--- src/rtl/param_right_rotator_pipe.sv ---
// Pipelined right barrel rotator on 2**N-bit words: one register stage per
// log2 rotate level, with a single global stall driven by the output handshake.
module param_right_rotator_pipe #(
    parameter int N = 3
) (
    input  logic              clk,
    input  logic              reset_n,
    input  logic [2**N-1:0]   in_data,
    input  logic [N-1:0]      in_amt,
    input  logic              in_valid,
    output logic              in_ready,
    output logic [2**N-1:0]   out_data,
    output logic              out_valid,
    input  logic              out_ready
);

    localparam int W = 2**N;

    logic [W-1:0] r_data [1:N];
    logic [N-1:0] r_amt  [1:N];
    logic [N:1]   r_v;

    logic [W-1:0] w_nxt_data [1:N];
    logic [N-1:0] w_nxt_amt  [1:N];
    logic [N:1]   w_nxt_v;
    logic         w_adv;

    function automatic logic [W-1:0] rotr_pow2(input logic [W-1:0] d, input int sh);
        return (d >> sh) | (d << (W - sh));
    endfunction

    // Stage i rotates right by 2**(i-1) when bit i-1 of its carried amount is set.
    always_comb begin
        w_nxt_data[1] = in_amt[0] ? rotr_pow2(in_data, 1) : in_data;
        w_nxt_amt[1]  = in_amt;
        w_nxt_v[1]    = in_valid;
        for (int i = 2; i <= N; i++) begin
            w_nxt_data[i] = r_amt[i-1][i-1] ? rotr_pow2(r_data[i-1], 1 << (i-1))
                                            : r_data[i-1];
            w_nxt_amt[i]  = r_amt[i-1];
            w_nxt_v[i]    = r_v[i-1];
        end
    end

    // A bubble at the output lets the pipe advance even while the consumer stalls.
    assign w_adv = out_ready | ~r_v[N];

    always_ff @(posedge clk or negedge reset_n) begin
        if (!reset_n) begin
            for (int i = 1; i <= N; i++) begin
                r_data[i] <= '0;
                r_amt[i]  <= '0;
            end
            r_v <= '0;
        end else if (w_adv) begin
            for (int i = 1; i <= N; i++) begin
                r_data[i] <= w_nxt_data[i];
                r_amt[i]  <= w_nxt_amt[i];
            end
            r_v <= w_nxt_v;
        end
    end

    assign in_ready  = w_adv;
    assign out_data  = r_data[N];
    assign out_valid = r_v[N];

endmodule
--- config.mk ---
export PLATFORM = sky130hd
export DESIGN_NAME = param_right_rotator_pipe
export DESIGN_NICKNAME = d
export VERILOG_FILES = /design/src/rtl/param_right_rotator_pipe.sv
export SDC_FILE = /design/constraint.sdc
export NUM_CORES = 1
export LEC_CHECK = 0
export CAP_MARGIN = 20
export CORE_ASPECT_RATIO = 0.6
export CORE_MARGIN = 2
export CORE_UTILIZATION = 42
export DETAILED_ROUTE_END_ITERATION = 10
export GPL_ROUTABILITY_DRIVEN = 0
export GPL_TIMING_DRIVEN = 0
export PLACE_DENSITY = 0.64
export SLEW_MARGIN = 20
export SYNTH_ARGS = -nofsm -noshare
export SYNTH_HDL_FRONTEND = slang
export SYNTH_SLANG_ARGS = --single-unit
--- constraint.sdc ---
create_clock -name clk -period 1.8 [get_ports clk]
set_input_delay 0.54 -clock clk [delete_from_list [all_inputs] [get_ports clk]]
set_output_delay 0.54 -clock clk [all_outputs]
set_load 0.005 [all_outputs]
Yosys cells after proc, flatten, opt, wreduce, memory -nomap -nowiden:

Index checks and enable logic that the tools add are counted.

* add/sub/neg operators: 0
* multiply operators: 0
* divide/modulo/power cells: 0
* magnitude comparators: 0
* equality and inequality tests: 0
* shifts and indexed selects: 0
* muxes and demuxes: 3
* bitwise operators: 5
* reduce and logical (&&, ||, !) cells: 0

Operator list (count)
* $mux 8: 3
* $or 4x8->8: 1
* $or 6x8->8: 1
* $or 7x8->8: 1
* $not 1->1: 1
* $or 1x1->1: 1

* register bits after elaboration: 33
* latch bits: 0
* memory bits (writable): 0
* bits in read-only memories: 0
* output and inout bits: 10
* logic and storage cells: 14
* memories: 0

Longest topological paths before layout:

Gate-level depths: netlist (run 1).

* depth after elaboration: 2
* depth in mapped cells: 3
* depth with buffers taken out: 2

Worst setup path after synthesis (run 1):

Ideal clock, no wire load.

* path kind: input port to output port
* start point: input out_ready
* end point: output in_ready
* data arrival time: 852 ps
* slack: 408 ps
* stages on the path: 2
* buffers on the path: 1
* cell sequence: nand2b_4 -> buf_4

* longest elaborated chain between the ends: 1

RTL lines
* start: declaration: RTL line 14 `input logic out_ready`
* $or 1x1->1: RTL line 46 `assign w_adv = out_ready | ~r_v[N];`
* end: declaration: RTL line 11 `output logic in_ready,`

No other way between the ends.

Worst setup path in the final report (run 1):

Ends and elaborated chain as after synthesis.

==> flow_metrics.env, run 1 <==
export IMPL_topRoutingLayerUsed="met4"
export IMPL_cap_viol_max_count=0
export IMPL_synth_yosys_warnings=0
export IMPL_htree_levels=2
export IMPL_core_area_mm2=0.00370
export IMPL_min_period_over_period=0.984
export IMPL_regToRegEndpoint="r_v[1]$_DFFE_PN0P_"
export IMPL_synth_xor_xnor_area_share=0
export IMPL_synth_net_count=114
export IMPL_drt_iter0_markers=25
export IMPL_std_cell_rows=17
export IMPL_synth_adder_area_share=0
export IMPL_synthMuxAreaShare=0.457
export IMPL_worst_setup_path_start_kind="input pin"
export IMPL_layout_common_cells="sky130_fd_sc_hd__mux2_4, sky130_fd_sc_hd__dfrtp_1, sky130_fd_sc_hd__clkdlybuf4s50_1, sky130_fd_sc_hd__mux2_1, sky130_fd_sc_hd__buf_4"
export IMPL_timing_hold_ws_ns=0.293
export IMPL_timing_critical_path_slowest_stage_cell="sky130_fd_sc_hd__clkdlybuf4s50_1"
export IMPL_die_h_um=52.3
export IMPL_io_pins=25
export IMPL_antenna_violating_nets_post_route=0
export IMPL_clock_sink_count=30
export IMPL_start_util=0.442
export IMPL_grt_overflow=0
export IMPL_layout_cells_most_common="sky130_fd_sc_hd__mux2_4"
export IMPL_status="complete, no violations"
export IMPL_insertion_delay_ns=0.27
export IMPL_crit_path_cell_trace="clkdlybuf4s50_1 > nand2b_4 > buf_6"
export IMPL_clock_path_buffers=2
export IMPL_final_cells=179
export IMPL_synth_compound_gate_area_share=0
export IMPL_met2RoutedLength_um=1110
export IMPL_syn_mean_instance_area_um2=16.5
export IMPL_synthToLayoutAreaGrowth_pct=24.3
export IMPL_tns_ns=0
export IMPL_dieArea_mm2=0.00442
export IMPL_number_of_vias_in_the_routed_layout=853
export IMPL_syn_cell_area_mm2=0.00163
export IMPL_clkSlewWorstSetupHoldPaths_ns=0.06
export IMPL_pin_count_of_the_biggest_net_entering_global_routing=31
export IMPL_total_inserted_antenna_cells=0
export IMPL_antenna_found_initial=0
export IMPL_maxSlewHeadroom=0.564
export IMPL_placed_area_mm2=0.00192
export IMPL_p_per_area_mw_per_mm2=1380
export IMPL_layout_setup_ws_ns=0.0279
export IMPL_fmax_mhz=564
export IMPL_setup_violations_final=0
export IMPL_drive_above_1_share=0.508
export IMPL_tritoncts="yes"
export IMPL_synthesized_area_fraction_occupied_by_and_or_nand_nor_cells=0.0123
export IMPL_slowest_delay_ns=0.45
export IMPL_routedWlPerCell_um=14.5
export IMPL_total_leakage_power_uw=0.000992
export IMPL_design_final_nets=147
export IMPL_cp_arrival_ns=1.23
export IMPL_detail_route_wirelength_met1_um=1330
export IMPL_setup_worst_path_end_class="output pin"
export IMPL_dpl_cell_count=169
export IMPL_critPathMaxFanout=2
export IMPL_hold_violations=0
export IMPL_placement_io_buffers=23
export IMPL_timing_hold_worst_class="input pin to asynchronous set/reset pin"
export IMPL_routed_wirelength_um=2600
export IMPL_dpl_hpwl_um=1850
export IMPL_reg_to_reg_setup_timing_slack_ns=0.44
export IMPL_clock_tree_root_cell="sky130_fd_sc_hd__clkbuf_8"
export IMPL_die_x_extent_um=84.5
export IMPL_ys_seq_elements=30
export IMPL_syn_inst=99
export IMPL_final_period_minus_worst_setup_slack_ns=1.77
export IMPL_routed_met3_length_um=106
export IMPL_vias_per_cell=4.77
export IMPL_cts_buffers_inserted=5
export IMPL_timing_max_transition_violations_final=0
export IMPL_rr_startpoint="r_v[3]$_DFFE_PN0P_"
export IMPL_grt_pass1_vias=889
export IMPL_power_ir_vdd_worst_mv=0.820
export IMPL_gr_usage_all_layers=0.139
export IMPL_synth_top_family_by_area="multiplexers"
export IMPL_dr_pass1_iters=4
export IMPL_critPathKind="input pin to output pin"
export IMPL_finalInstanceArea_mm2=0.00203
export IMPL_worst_slew_pin_slew_ns=0.654
export IMPL_pre_cts_ws_ns=-0.638
export IMPL_detail_route_drc_violations=0
export IMPL_fillCellCount=311
export IMPL_reg2regPathDepth=4
export IMPL_skew_ns=0.00295
export IMPL_wire_length_of_the_first_global_routing_pass_um=4510
export IMPL_yosysSeqAreaShare=0.459
export IMPL_synth_cell_type_count=8
export IMPL_crit_required_ns=1.26
[how the worst max path moves through the flow]
| stage | from | to | slack (ns) | cells after the start |
|---|---|---|---|---|
| 3_5_place_dp | out_ready | in_ready | -0.64 | 4 |
| 5_1_grt | out_data[5]$_DFFE_PN0P_ | out_data[5] | -0.003 | 2 |
| 6_report | out_ready | in_ready | 0.03 | 3 |
| 2_1_floorplan | out_ready | in_ready | 0.41 | 2 |
| 3_3_place_gp | out_ready | in_ready | -0.64 | 4 |
| 4_1_cts | out_data[7]$_DFFE_PN0P_ | out_data[7] | 0.02 | 2 |
[area by class of cell]
cell class / instances / area (um2) / share of cell area
sequential: 30 / 751 / 0.369
timing repair buffer: 27 / 263 / 0.129
clock buffer: 7 / 76.3 / 0.0376
multi-input combinational: 55 / 767 / 0.377
tap: 47 / 58.8 / 0.0289
buffer: 13 / 116 / 0.0573
[cell families (layout without fill, tap and decap cells)]
family        after synthesis  count (layout)
simple gates                2               2
mux                        53              53
flops                      30              30
buf+inv                    14              47
[through the flow]
| step | utilization | power [uW] |
|---|---|---|
| 2_1_floorplan | - | 1920 |
| 3_3_place_gp | 0.520 | 2270 |
| 3_5_place_dp | 0.518 | 2300 |
| 4_1_cts | 0.540 | 2800 |
| 5_1_grt | 0.549 | 2990 |
| 6_report | 0.549 | 2810 |
[critical path, delay by kind of cell]
family / cells / cell delay, ns
buffers and inverters: 2 / 0.55
AND/OR/NAND/NOR: 1 / 0.14
[layer usage]
layer  vias up  track usage
met3         5       0.0425
met1       420        0.185
met4         0       0.0714
met5         -            0
met2        21        0.207
li1        407            -
[synthesized netlist by cell type]
| cell type | count | area [um2] |
|---|---|---|
| sky130_fd_sc_hd__buf_4 | 11 | 82.6 |
| sky130_fd_sc_hd__buf_6 | 3 | 33.8 |
| sky130_fd_sc_hd__dfrtp_1 | 30 | 751 |
| sky130_fd_sc_hd__mux2_1 | 12 | 135 |
| sky130_fd_sc_hd__mux2_2 | 1 | 11.3 |
| sky130_fd_sc_hd__mux2_4 | 40 | 601 |
| sky130_fd_sc_hd__nand2b_1 | 1 | 6.26 |
| sky130_fd_sc_hd__nand2b_4 | 1 | 13.8 |
[registers in the layout, summed over array words and instances, names as in the netlist]
register	flops
out_data	8
r_data	16
r_v	3
r_amt	3
[what timing repair did]
action,CTS,global route
hold endpoints to repair,0,0
setup buffers,1,3
hold buffers,0,0
setup endpoints to repair,1,7
resized for setup,6,5
[report_power, final]
group	switching, uW	leakage (uW)	internal, uW	total (uW)
combinational	324	0.000605	905	1230
clock	226	0.0000383	265	492
sequential	165	0.000349	921	1090
total	715	0.000992	2090	2810
No activity file was read; power rests on OpenSTA's default activity.
==> run 2: changes to the inputs <==
--- a/config.mk
+++ b/config.mk
@@ -8,11 +8,11 @@
 export CAP_MARGIN = 20
 export CORE_ASPECT_RATIO = 0.6
 export CORE_MARGIN = 2
-export CORE_UTILIZATION = 42
+export CORE_UTILIZATION = 35
 export DETAILED_ROUTE_END_ITERATION = 10
 export GPL_ROUTABILITY_DRIVEN = 0
 export GPL_TIMING_DRIVEN = 0
-export PLACE_DENSITY = 0.64
+export PLACE_DENSITY_LB_ADDON = 0.15
 export SLEW_MARGIN = 20
 export SYNTH_ARGS = -nofsm -noshare
 export SYNTH_HDL_FRONTEND = slang
==> flow_metrics.env, run 2 (same netlist as run 1, synthesis figures left out) <==
export IMPL_status="complete, no violations"
export IMPL_finalInstanceArea_mm2=0.00207
export IMPL_grt_use_met2=0.167
export IMPL_detail_route_drc_violations=0
export IMPL_wire_length_of_the_first_global_routing_pass_um=4500
export IMPL_placement_io_buffers=23
export IMPL_gr_usage_all_layers=0.118
export IMPL_total_leakage_power_uw=0.000997
export IMPL_pre_cts_ws_ns=-0.644
export IMPL_busiest_layer="met2"
export IMPL_cap_viol_max_count=0
export IMPL_critPathMaxFanout=2
export IMPL_placed_area_mm2=0.00194
export IMPL_antenna_violating_nets_post_route=0
export IMPL_critPathKind="input pin to output pin"
export IMPL_skew_ns=0.00327
export IMPL_dpl_hpwl_um=1900
export IMPL_layout_common_cells="sky130_fd_sc_hd__mux2_4, sky130_fd_sc_hd__dfrtp_1, sky130_fd_sc_hd__clkdlybuf4s50_1, sky130_fd_sc_hd__buf_4, sky130_fd_sc_hd__mux2_1"
export IMPL_largest_register="r_data"
export IMPL_pin_count_of_the_biggest_net_entering_global_routing=31
export IMPL_worst_slew_pin_slew_ns=0.650
export IMPL_io_pins=25
export IMPL_grt_pass1_vias=904
export IMPL_regToRegEndpoint="r_amt[5]$_DFFE_PN0P_"
export IMPL_total_inserted_antenna_cells=0
export IMPL_timing_max_transition_violations_final=0
export IMPL_worst_setup_path_start_kind="input pin"
export IMPL_clkSlewWorstSetupHoldPaths_ns=0.06
export IMPL_design_final_nets=148
export IMPL_globalRouteMet3Util=0.0362
export IMPL_grt_overflow=0
export IMPL_reg2regPathDepth=4
export IMPL_htree_levels=2
export IMPL_dieArea_mm2=0.00525
export IMPL_drt_iter0_markers=5
export IMPL_power_total_uw=2890
export IMPL_setup_worst_path_end_class="output pin"
export IMPL_largest_register_ffs=16
export IMPL_crit_required_ns=1.26
export IMPL_die_h_um=56.9
export IMPL_dr_pass1_iters=2
export IMPL_grt_use_met1=0.161
export IMPL_clock_sink_count=30
export IMPL_fmax_mhz=561
export IMPL_drive_above_1_share=0.522
export IMPL_final_period_minus_worst_setup_slack_ns=1.78
export IMPL_tritoncts="yes"
export IMPL_grt_setup_unrepaired="false"
export IMPL_timing_hold_ws_ns=0.289
export IMPL_number_of_vias_in_the_routed_layout=833
export IMPL_setup_violations_final=0
export IMPL_cp_arrival_ns=1.24
export IMPL_rr_startpoint="r_v[3]$_DFFE_PN0P_"
export IMPL_ctsHoldBuffers=0
export IMPL_reg_to_reg_setup_timing_slack_ns=0.45
export IMPL_start_util=0.360
export IMPL_min_period_over_period=0.990
export IMPL_routed_wirelength_um=2640
export IMPL_insertion_delay_ns=0.28
export IMPL_timing_hold_worst_class="input pin to asynchronous set/reset pin"
export IMPL_p_per_area_mw_per_mm2=1400
export IMPL_cts_buffers_inserted=5
export IMPL_std_cell_rows=19
export IMPL_clock_path_buffers=2
export IMPL_routedWlPerCell_um=13.4
export IMPL_hold_violations=0
export IMPL_power_ir_vdd_worst_mv=0.419
export IMPL_layout_cells_most_common="sky130_fd_sc_hd__mux2_4"
export IMPL_die_x_extent_um=92.2
export IMPL_antenna_found_initial=0
export IMPL_core_area_mm2=0.00454
export IMPL_synthToLayoutAreaGrowth_pct=26.8
export IMPL_vias_per_cell=4.23
export IMPL_clock_tree_root_cell="sky130_fd_sc_hd__clkbuf_8"
export IMPL_maxSlewHeadroom=0.567
export IMPL_layout_setup_ws_ns=0.0171
run 2: cell count changes in the layout (fill, tap and decap cells not counted), sizes merged:
cell,delta
clkdlybuf4s50,+1
dlymetal6s2s,-1
buf,+1
clkinv,+1
run 2: what timing repair did:
action	4_1_cts	5_1_grt
buffers inserted	1	4
setup endpoints to repair	1	9
hold endpoints to repair	0	0
resized for setup	6	4
run 2: how the worst max path moves through the flow:
stage,start,to,slack (ns),cells past startpoint
after floorplan,out_ready,in_ready,0.41,2
after global placement,out_ready,in_ready,-0.64,4
after detailed placement,out_ready,in_ready,-0.64,4
after CTS,out_ready,in_ready,0.004,3
after global routing,out_ready,in_ready,0.003,3
final,out_ready,in_ready,0.02,3
run 2: layer usage:
metal,share of wire,wire [um]
met5,0,0
met4,0.010,27
met3,0.035,93
met2,0.44,1160
met1,0.51,1360
run 2: report_power, final:
group	switching [uW]	internal (uW)
logic	337	922
clock network	241	308
registers	162	921
total	740	2150
run 2: critical path: stages:
cell and delay [ns]:
sky130_fd_sc_hd__clkdlybuf4s50_1 0.46, sky130_fd_sc_hd__nand2b_4 0.15, sky130_fd_sc_hd__buf_6 0.10
run 2: through the flow:
stage,setup TNS (ns),instances,util
4_1_cts,0,193,0.448
5_1_grt,0,197,0.456
2_1_floorplan,0,99,-
3_3_place_gp,-10.75,185,0.428
3_5_place_dp,-0.971,185,0.427
6_report,0,197,0.456
run 2: layout make-up:
cell class / count / area (um2)
Fill cell: 412 / 2470
Multi-Input combinational cell: 55 / 767
Sequential cell: 30 / 751
Timing Repair Buffer: 28 / 268
Buffer: 13 / 116
Clock buffer: 7 / 86.3
Tap cell: 63 / 78.8
Clock inverter: 1 / 5.00
